$ cat src/rtl/fft_pkg.sv
// Shared constants, field types and sequencer states for the radix-2 DIT FFT control path.
package fft_pkg;
    localparam int N_POINTS        = 64;
    localparam int LOG2N           = 6;
    localparam int MAX_OUTSTANDING = 4;
    localparam int STAGE_W         = $clog2(LOG2N);

    typedef logic [LOG2N-1:0]   idx_t;
    typedef logic [LOG2N-2:0]   tw_idx_t;
    typedef logic [STAGE_W-1:0] stage_t;
    typedef logic [LOG2N-2:0]   bf_cnt_t;

    typedef enum logic [1:0] {
        IDLE  = 2'd0,
        ISSUE = 2'd1,
        DRAIN = 2'd2,
        DONE  = 2'd3
    } seq_state_t;
endpackage

$ cat src/rtl/fft_bf_addr_gen.sv
// Butterfly address generator: (stage, k) -> operand pair, twiddle index, last-of-stage flag.
// Purely combinational, zero latency; no flow control (the caller registers the outputs).
module fft_bf_addr_gen #(
    parameter int N_POINTS = fft_pkg::N_POINTS,
    parameter int LOG2N    = fft_pkg::LOG2N,
    parameter int STAGE_W  = fft_pkg::STAGE_W
) (
    input  logic [STAGE_W-1:0] stage,
    input  logic [LOG2N-2:0]   k,
    output logic [LOG2N-1:0]   idx_a,
    output logic [LOG2N-1:0]   idx_b,
    output logic [LOG2N-2:0]   tw_idx,
    output logic               last
);
    localparam logic [LOG2N-1:0]   ONE      = 1;
    localparam logic [LOG2N-2:0]   LAST_K   = (LOG2N-1)'(N_POINTS/2 - 1);
    localparam logic [STAGE_W-1:0] TW_SHIFT = (STAGE_W)'(LOG2N - 1);

    logic [LOG2N-1:0] k_ext;
    logic [LOG2N-1:0] half;
    logic [LOG2N-1:0] group;
    logic [LOG2N-1:0] pos;
    logic [LOG2N-1:0] tw_full;

    always_comb begin
        k_ext   = {1'b0, k};
        half    = ONE << stage;
        group   = k_ext >> stage;
        pos     = k_ext & (half - ONE);
        // Insert a zero at bit 'stage' of k: top operand of the pair, partner is +half.
        idx_a   = ((group << stage) << 1) | pos;
        idx_b   = idx_a + half;
        tw_full = pos << (TW_SHIFT - stage);
        tw_idx  = tw_full[LOG2N-2:0];
        last    = (k == LAST_K);
    end
endmodule

$ cat src/rtl/fft_stage_sequencer.sv
// Stage/butterfly sequencer for an in-place radix-2 DIT FFT; command fields registered (1 cycle).
// Backpressure: bf_valid holds commands stable until bf_ready; issue stalls at MAX_OUTSTANDING in flight.
module fft_stage_sequencer #(
    parameter int N_POINTS        = fft_pkg::N_POINTS,
    parameter int LOG2N           = fft_pkg::LOG2N,
    parameter int MAX_OUTSTANDING = fft_pkg::MAX_OUTSTANDING
) (
    input  logic                     clk,
    input  logic                     rst,
    input  logic                     start,
    output logic                     busy,
    output logic                     done,
    output logic                     stage_done,
    output logic                     bf_valid,
    input  logic                     bf_ready,
    output logic [LOG2N-1:0]         bf_idx_a,
    output logic [LOG2N-1:0]         bf_idx_b,
    output logic [LOG2N-2:0]         bf_tw_idx,
    output logic [$clog2(LOG2N)-1:0] bf_stage,
    output logic                     bf_last,
    input  logic                     wb_valid,
    output logic                     err_wb
);
    import fft_pkg::*;

    localparam int                 SW         = $clog2(LOG2N);
    localparam int                 OUT_W      = $clog2(MAX_OUTSTANDING + 1);
    localparam logic [OUT_W-1:0]   MAX_OUT    = (OUT_W)'(MAX_OUTSTANDING);
    localparam logic [OUT_W-1:0]   ONE_O      = 1;
    localparam logic [LOG2N-2:0]   ONE_K      = 1;
    localparam logic [SW-1:0]      ONE_S      = 1;
    localparam logic [SW-1:0]      LAST_STAGE = (SW)'(LOG2N - 1);

    seq_state_t       state, state_nxt;
    logic [SW-1:0]    stage, stage_nxt;
    logic [LOG2N-2:0] k, k_nxt;
    logic [OUT_W-1:0] outstanding, out_nxt;
    logic             xfer;
    logic             start_ok;
    logic             wb_err;

    logic [LOG2N-1:0] g_idx_a;
    logic [LOG2N-1:0] g_idx_b;
    logic [LOG2N-2:0] g_tw_idx;
    logic             g_last;

    // Addresses are generated for the next (stage, k) so the registered fields line up with the counters.
    fft_bf_addr_gen #(
        .N_POINTS (N_POINTS),
        .LOG2N    (LOG2N),
        .STAGE_W  (SW)
    ) u_addr_gen (
        .stage  (stage_nxt),
        .k      (k_nxt),
        .idx_a  (g_idx_a),
        .idx_b  (g_idx_b),
        .tw_idx (g_tw_idx),
        .last   (g_last)
    );

    always_comb begin
        xfer      = bf_valid & bf_ready;
        start_ok  = start && (state == IDLE);
        state_nxt = state;
        stage_nxt = stage;
        k_nxt     = k;
        case (state)
            IDLE: begin
                if (start) begin
                    state_nxt = ISSUE;
                    stage_nxt = '0;
                    k_nxt     = '0;
                end
            end
            ISSUE: begin
                if (xfer) begin
                    if (bf_last) state_nxt = DRAIN;
                    else         k_nxt     = k + ONE_K;
                end
            end
            DRAIN: begin
                if (outstanding == '0) begin
                    if (stage == LAST_STAGE) begin
                        state_nxt = DONE;
                    end else begin
                        state_nxt = ISSUE;
                        stage_nxt = stage + ONE_S;
                        k_nxt     = '0;
                    end
                end
            end
            DONE:    state_nxt = IDLE;
            default: state_nxt = IDLE;
        endcase

        // A writeback paired with a transfer in the same cycle leaves the count untouched.
        out_nxt = outstanding;
        wb_err  = wb_valid && (outstanding == '0);
        if (xfer && !wb_valid)
            out_nxt = outstanding + ONE_O;
        else if (!xfer && wb_valid && (outstanding != '0))
            out_nxt = outstanding - ONE_O;
    end

    always_ff @(posedge clk) begin
        if (rst) begin
            state       <= IDLE;
            stage       <= '0;
            k           <= '0;
            outstanding <= '0;
            busy        <= 1'b0;
            done        <= 1'b0;
            stage_done  <= 1'b0;
            bf_valid    <= 1'b0;
            bf_idx_a    <= '0;
            bf_idx_b    <= '0;
            bf_tw_idx   <= '0;
            bf_stage    <= '0;
            bf_last     <= 1'b0;
            err_wb      <= 1'b0;
        end else begin
            state       <= state_nxt;
            stage       <= stage_nxt;
            k           <= k_nxt;
            outstanding <= out_nxt;
            busy        <= (state_nxt == ISSUE) || (state_nxt == DRAIN);
            done        <= (state_nxt == DONE);
            stage_done  <= (state == DRAIN) && (outstanding == '0);
            bf_valid    <= (state_nxt == ISSUE) && (out_nxt < MAX_OUT);
            if (state_nxt == ISSUE) begin
                bf_idx_a  <= g_idx_a;
                bf_idx_b  <= g_idx_b;
                bf_tw_idx <= g_tw_idx;
                bf_stage  <= stage_nxt;
                bf_last   <= g_last;
            end else begin
                bf_last   <= 1'b0;
            end
            if (start_ok) err_wb <= 1'b0;
            if (wb_err)   err_wb <= 1'b1;
        end
    end
endmodule
$ cat config.mk
export PLATFORM = sky130hd
export DESIGN_NAME = fft_stage_sequencer
export DESIGN_NICKNAME = d
export VERILOG_FILES = /design/src/rtl/fft_pkg.sv /design/src/rtl/fft_bf_addr_gen.sv /design/src/rtl/fft_stage_sequencer.sv
export SDC_FILE = /design/constraint.sdc
export NUM_CORES = 1
export LEC_CHECK = 0
export ABC_AREA = 0
export BUFFER_PORTS_ARGS = -buffer_cell sky130_fd_sc_hd__buf_2
export CORE_MARGIN = 5
export CORE_UTILIZATION = 58
export CTS_CLUSTER_SIZE = 28
export DETAILED_ROUTE_END_ITERATION = 6
export PLACE_DENSITY_LB_ADDON = 0.1
export SYNTH_ARGS = -nofsm -noshare
export SYNTH_HDL_FRONTEND = slang
export SYNTH_SLANG_ARGS = --single-unit
export TNS_END_PERCENT = 10
$ cat constraint.sdc
create_clock -name clk -period 5.2 [get_ports clk]
set_input_delay 1.56 -clock clk [delete_from_list [all_inputs] [get_ports clk]]
set_output_delay 1.56 -clock clk [all_outputs]
set_load 0.1 [all_outputs]
After elaboration in Yosys (flattened, before gate mapping)
Index checks and enable logic that the tools add are counted.

word-level totals
  output and inout port bits = 26
  flip-flop bits (word level) = 39

operators by class
  $add $sub $neg = 7
  $lt $le $gt $ge = 1
  equal/unequal tests = 8
  reduce and logical (&&, ||, !) cells = 15
  shift operators = 4
  bitwise logic cells = 4
  multiplexer cells = 20

operator list
  operator                                          count
  two-way mux 5 bit                                 5
  two-way mux 3 bit                                 5
  one-hot mux 5 bit (3 select lines)                1
  << shifter 6 x 3 -> 5 bit                         2
  two-way mux 2 bit                                 5
  == test 2 bit, second input constant              4
  one-hot mux 2 bit (4 select lines)                1
  logical AND 1 bit                                 7
  adder 3 x 1 -> 3 bit, second input constant       2
  adder 6 bit                                       1
  bitwise AND 5 x 6 -> 6 bit                        1
  bitwise OR 6 bit                                  1
  one-hot mux 3 bit (2 select lines)                1
  << shifter 1 x 3 -> 6 bit, first input constant   1
  >> shifter 5 x 3 -> 6 bit                         1
  subtractor 6 x 1 -> 6 bit, second input constant  1
  adder 5 x 1 -> 5 bit, second input constant       1
  == test 5 bit, second input constant              1
  == test 2 x 1 -> 1 bit, second input constant     2
  == test 3 bit, second input constant              1
  logical NOT 3 bit                                 1
  < comparator 3 bit, second input constant         1
  nonzero test 3 bit                                1
  subtractor 3 x 1 -> 3 bit, second input constant  1
  other kinds (9)                                   11

Logic depth before layout (Yosys ltp)
  depth after elaboration = 9
  mapped depth = 19

Hierarchy
From an unflattened synthesis, not the netlist that was laid out.

unflattened totals
  cells, all modules = 262
  area, all modules = 2,356.0 um^2

modules (own cells, without submodules)
  module               instances  area an instance (um^2)  cells each  sequential area each (um^2)
  fft_stage_sequencer  1          1,850.5                  192         780.7
  fft_bf_addr_gen      1          505.5                    70          0.0

Worst setup path after synthesis
OpenSTA, ideal clock, no wires.

  path kind = input to register
  start = input port start
  end = register bf_idx_b[5]
  arrival time = 4,149 ps
  stages = 16
  setup slack = 945 ps
  library setup time = 106 ps
  buffers on the path = 2
  path through = or3b_1 -> buf_6 -> o211ai_1 -> and2_1 -> buf_6 -> nand3_4 -> ha_1 -> nor4_1 -> o21ai_0 -> nand2_1 -> ha_1 -> a21oi_1 -> o21bai_1 -> a21oi_1 -> nand2_1 -> o311ai_0

on the way
  cells in the longest elaborated chain, start to end = 7

RTL lines
  what                                line                        source
  start: declaration                  fft_stage_sequencer.sv:10   input logic start,
  two-way mux 3 bit                   fft_stage_sequencer.sv:69   if (start) begin
  one-hot mux 3 bit (2 select lines)  fft_stage_sequencer.sv:67   case (state)
  << shifter 1 x 3 -> 6 bit           fft_bf_addr_gen.sv:27       half = ONE << stage;
  subtractor 6 x 1 -> 6 bit           fft_bf_addr_gen.sv:29       pos = k_ext & (half - ONE);
  bitwise AND 5 x 6 -> 6 bit          fft_bf_addr_gen.sv:29
  bitwise OR 6 bit *                  fft_bf_addr_gen.sv:31       idx_a = ((group << stage) << 1) | pos;
  net g_idx_a[2]                      fft_stage_sequencer.sv:42   logic [LOG2N-1:0] g_idx_a;
  adder 6 bit *                       fft_bf_addr_gen.sv:32       idx_b = idx_a + half;
  end signal: assignment              fft_stage_sequencer.sv:132  bf_idx_b <= g_idx_b;
  end: declaration                    fft_stage_sequencer.sv:17   output logic [LOG2N-1:0] bf_idx_b,

Mark *: on every way through the listed nets, which the timed path passes. The rest lies on a longest branch.
A chain may end at the register's enable or synchronous reset.

Worst setup path after layout
Same ends and word-level chain as after synthesis.

==> flow_metrics.tcl <==
set metrics [dict create \
    synth_top_area_cell "dfxtp_1" \
    dr.pass1.iters 4 \
    relSlewSlack 0.5308 \
    synth-seq-cells 39 \
    synth_edf_count 0 \
    worst_ep_arrival_time_ps 4720 \
    hp-class "reg -> reg" \
    core_um2 4000 \
    path_max_fanout 11 \
    io_buffer_count 30 \
    cp-end-kind "flip-flop" \
    synth_area_per_cell_um2 8.553 \
    netlist.area_leader.share 0.3260 \
    top_layer "met4" \
    ir_worst_vdd_mv 0.1819 \
    cts-resized-gates 0 \
    finalHoldViolations 0 \
    worstPathRequired_ps 5390 \
    grt_max_degree 39 \
    worst_pin_slew_ps 703.7 \
    insertion_delay_ps 290 \
    final_nets 323 \
    async_flop_share 0 \
    fin_skew_ps 3.583 \
    syn_nets 299 \
    period_minus_slack_ps 4525 \
    worstHoldStart "bf_idx_a[5]" \
    crit_start "start" \
    powerDensity_nw_per_um2 292.8 \
    postCtsSetupBuffers 0 \
    route.detailed.drc 0 \
    clk_pin_slew_ps 70 \
    synth.cell_area_um2 2395 \
    rsz0062_at_grt "no" \
    ys_top_cells_by_area "dfxtp_1, ha_1, nor2_1" \
    die_w_um 74.26 \
    rows 23 \
    setup_tns_ps 0 \
    ys_seq_area_frac 0.3260 \
    wl_per_cell_um 15.05 \
    grt_pass1_wl_um 8880 \
    gp_congestion 0.8867 \
    met3_length_um 336 \
    hpwl_um 3855 \
    vias_per_cell 5.913 \
    cts_tree "yes" \
    ant_nets 0 \
    drive_gt1_frac 0.1934 \
    clk_path_buf_depth 2 \
    die_area_um2 5514 \
    antenna_found_initial 0 \
    drtIter0Drc 104 \
    leakage_nw 1.166 \
    io_pins 31 \
    finalWorstSetupSlack_ps 675.3 \
    cts_buffers 5 \
    crit_type "in -> reg" \
    cts-hold-fix-buffers 0 \
    synthDistinctLibCells 64 \
    fin_hold_ws_ps 470.0 \
    antenna_cells 0 \
    vias 2099 \
    setup_viol 0 \
    slew_violations 0 \
    root_buffer "clkbuf_8" \
    synth_ff_type "dfxtp_1" \
    max_freq_mhz 221.0 \
    cap_violations 0 \
    synth_cells 280 \
    track_usage 0.2087 \
    period_share 0.8701 \
    syn2layout_area_growth_pct 9.613 \
    gr-total-overflow 0 \
    status "finished, final reports clean" \
    start_util 0.5987 \
    die_h_um 74.26 \
    met2WireLength_um 2429 \
    pre_cts_ws_ps 401.6 \
    yosysWarnings 0 \
    r2r_start "outstanding[0]" \
    r2r_slack_ps 1480 \
    cts_max_level 2 \
    start_kind "input pin" \
    wl_met1_um 2503 \
    grt_pass1_vias 1905 \
    clkSinkCount 39 \
    wl_um 5341 \
]
worst paths after layout:
kind                                    end  cells past startpoint
worst max-delay path            bf_idx_b[5]                     14
worst min-delay path            bf_idx_a[5]                      2
worst max register to register  bf_idx_b[5]                     16
worst min register to register  bf_idx_a[5]                      2
metrics by stage:
step	total power, W	cell area, µm²	utilization	instances
floorplan	0.0004898	2395	-	280
global placement	0.0005145	2507	0.6268	347
detailed placement	0.0005164	2507	0.6268	347
CTS	0.0007761	2625	0.6562	355
global route	0.0008065	2625	0.6562	355
finish	0.0007687	2625	0.6562	355
synth_stat cells, types with 3 or more instances:
cell type	instances
mux2i_1	7
clkbuf_1	6
a31oi_1	4
nand2b_1	6
xnor2_1	4
nor2_1	38
nor3_1	9
a21oi_1	15
o211ai_1	3
o31ai_1	3
ha_1	13
nor2b_1	7
nand3_1	6
buf_6	7
inv_1	15
nand2_1	20
a211oi_1	8
a21o_1	3
nor4_1	3
dfxtp_1	39
and2_1	5
o21ai_0	7
worst max-delay path, cell delays in order:
cell	delay, ps
buf_2	80
or3b_1	510
a31oi_4	440
nand2_1	180
ha_1	290
o21ai_0	230
or2_1	190
nand2_1	60
ha_1	320
a21oi_1	210
o21bai_1	90
a21oi_1	200
nand2_1	70
o311ai_0	270
registers in the layout (all words and copies together), names as in the netlist:
register,cells
bf_idx_b,6
bf_last,1
stage_done,1
busy,1
bf_valid,1
bf_tw_idx,5
done,1
err_wb,1
stage,3
bf_stage,3
outstanding,3
bf_idx_a,6
state,2
k,5
cells in the final DEF, fill, tap and decap left out, types with 4 or more instances in the layout:
cell	count
ha_1	13
nor2_1	38
a31oi_1	4
xnor2_1	4
mux2i_1	7
o21ai_0	7
inv_1	15
a211oi_1	8
nor3_1	9
clkbuf_8	6
nand3_1	6
nand2_1	20
a21oi_1	15
nor2b_1	7
and2_1	5
nand2b_1	6
buf_2	30
dfxtp_1	39
layer usage:
layer  GRT usage  vias to the layer above
met5           0                        -
met4     0.08893                        0
met3     0.04189                        5
met2      0.3130                       65
met1      0.2924                      993
li1            -                     1036
cell families (layout without fill, tap and decap cells):
| family | Yosys count | after routing | synth area share |
|---|---|---|---|
| fa+ha+maj | 14 | 14 | 0.07628 |
| flops | 39 | 39 | 0.3260 |
| buf+inv | 31 | 56 | 0.07471 |
| simple gates | 118 | 118 | 0.2701 |
| compound gates | 65 | 65 | 0.2027 |
| xor+xnor | 4 | 4 | 0.01463 |
| mux | 8 | 8 | 0.03396 |
| other cells | 1 | 1 | 0.001566 |
power breakdown:
group          internal, W  leakage, nW  switching, W
Sequential        0.000315        0.318     0.0000122
Combinational    0.0000454        0.787      0.000137
Clock             0.000155       0.0612      0.000104
Total             0.000515         1.17      0.000254
layout make-up:
cell class	instances	area, µm²
clock inverters	2	35.03
repair buffers	33	172.7
flip-flops and latches	39	780.7
multi-input cells	210	1435
clock buffers	6	82.58
fillers	340	1375
well taps	50	62.56
inverters	15	56.30
No activity file was read; power rests on OpenSTA's default activity.
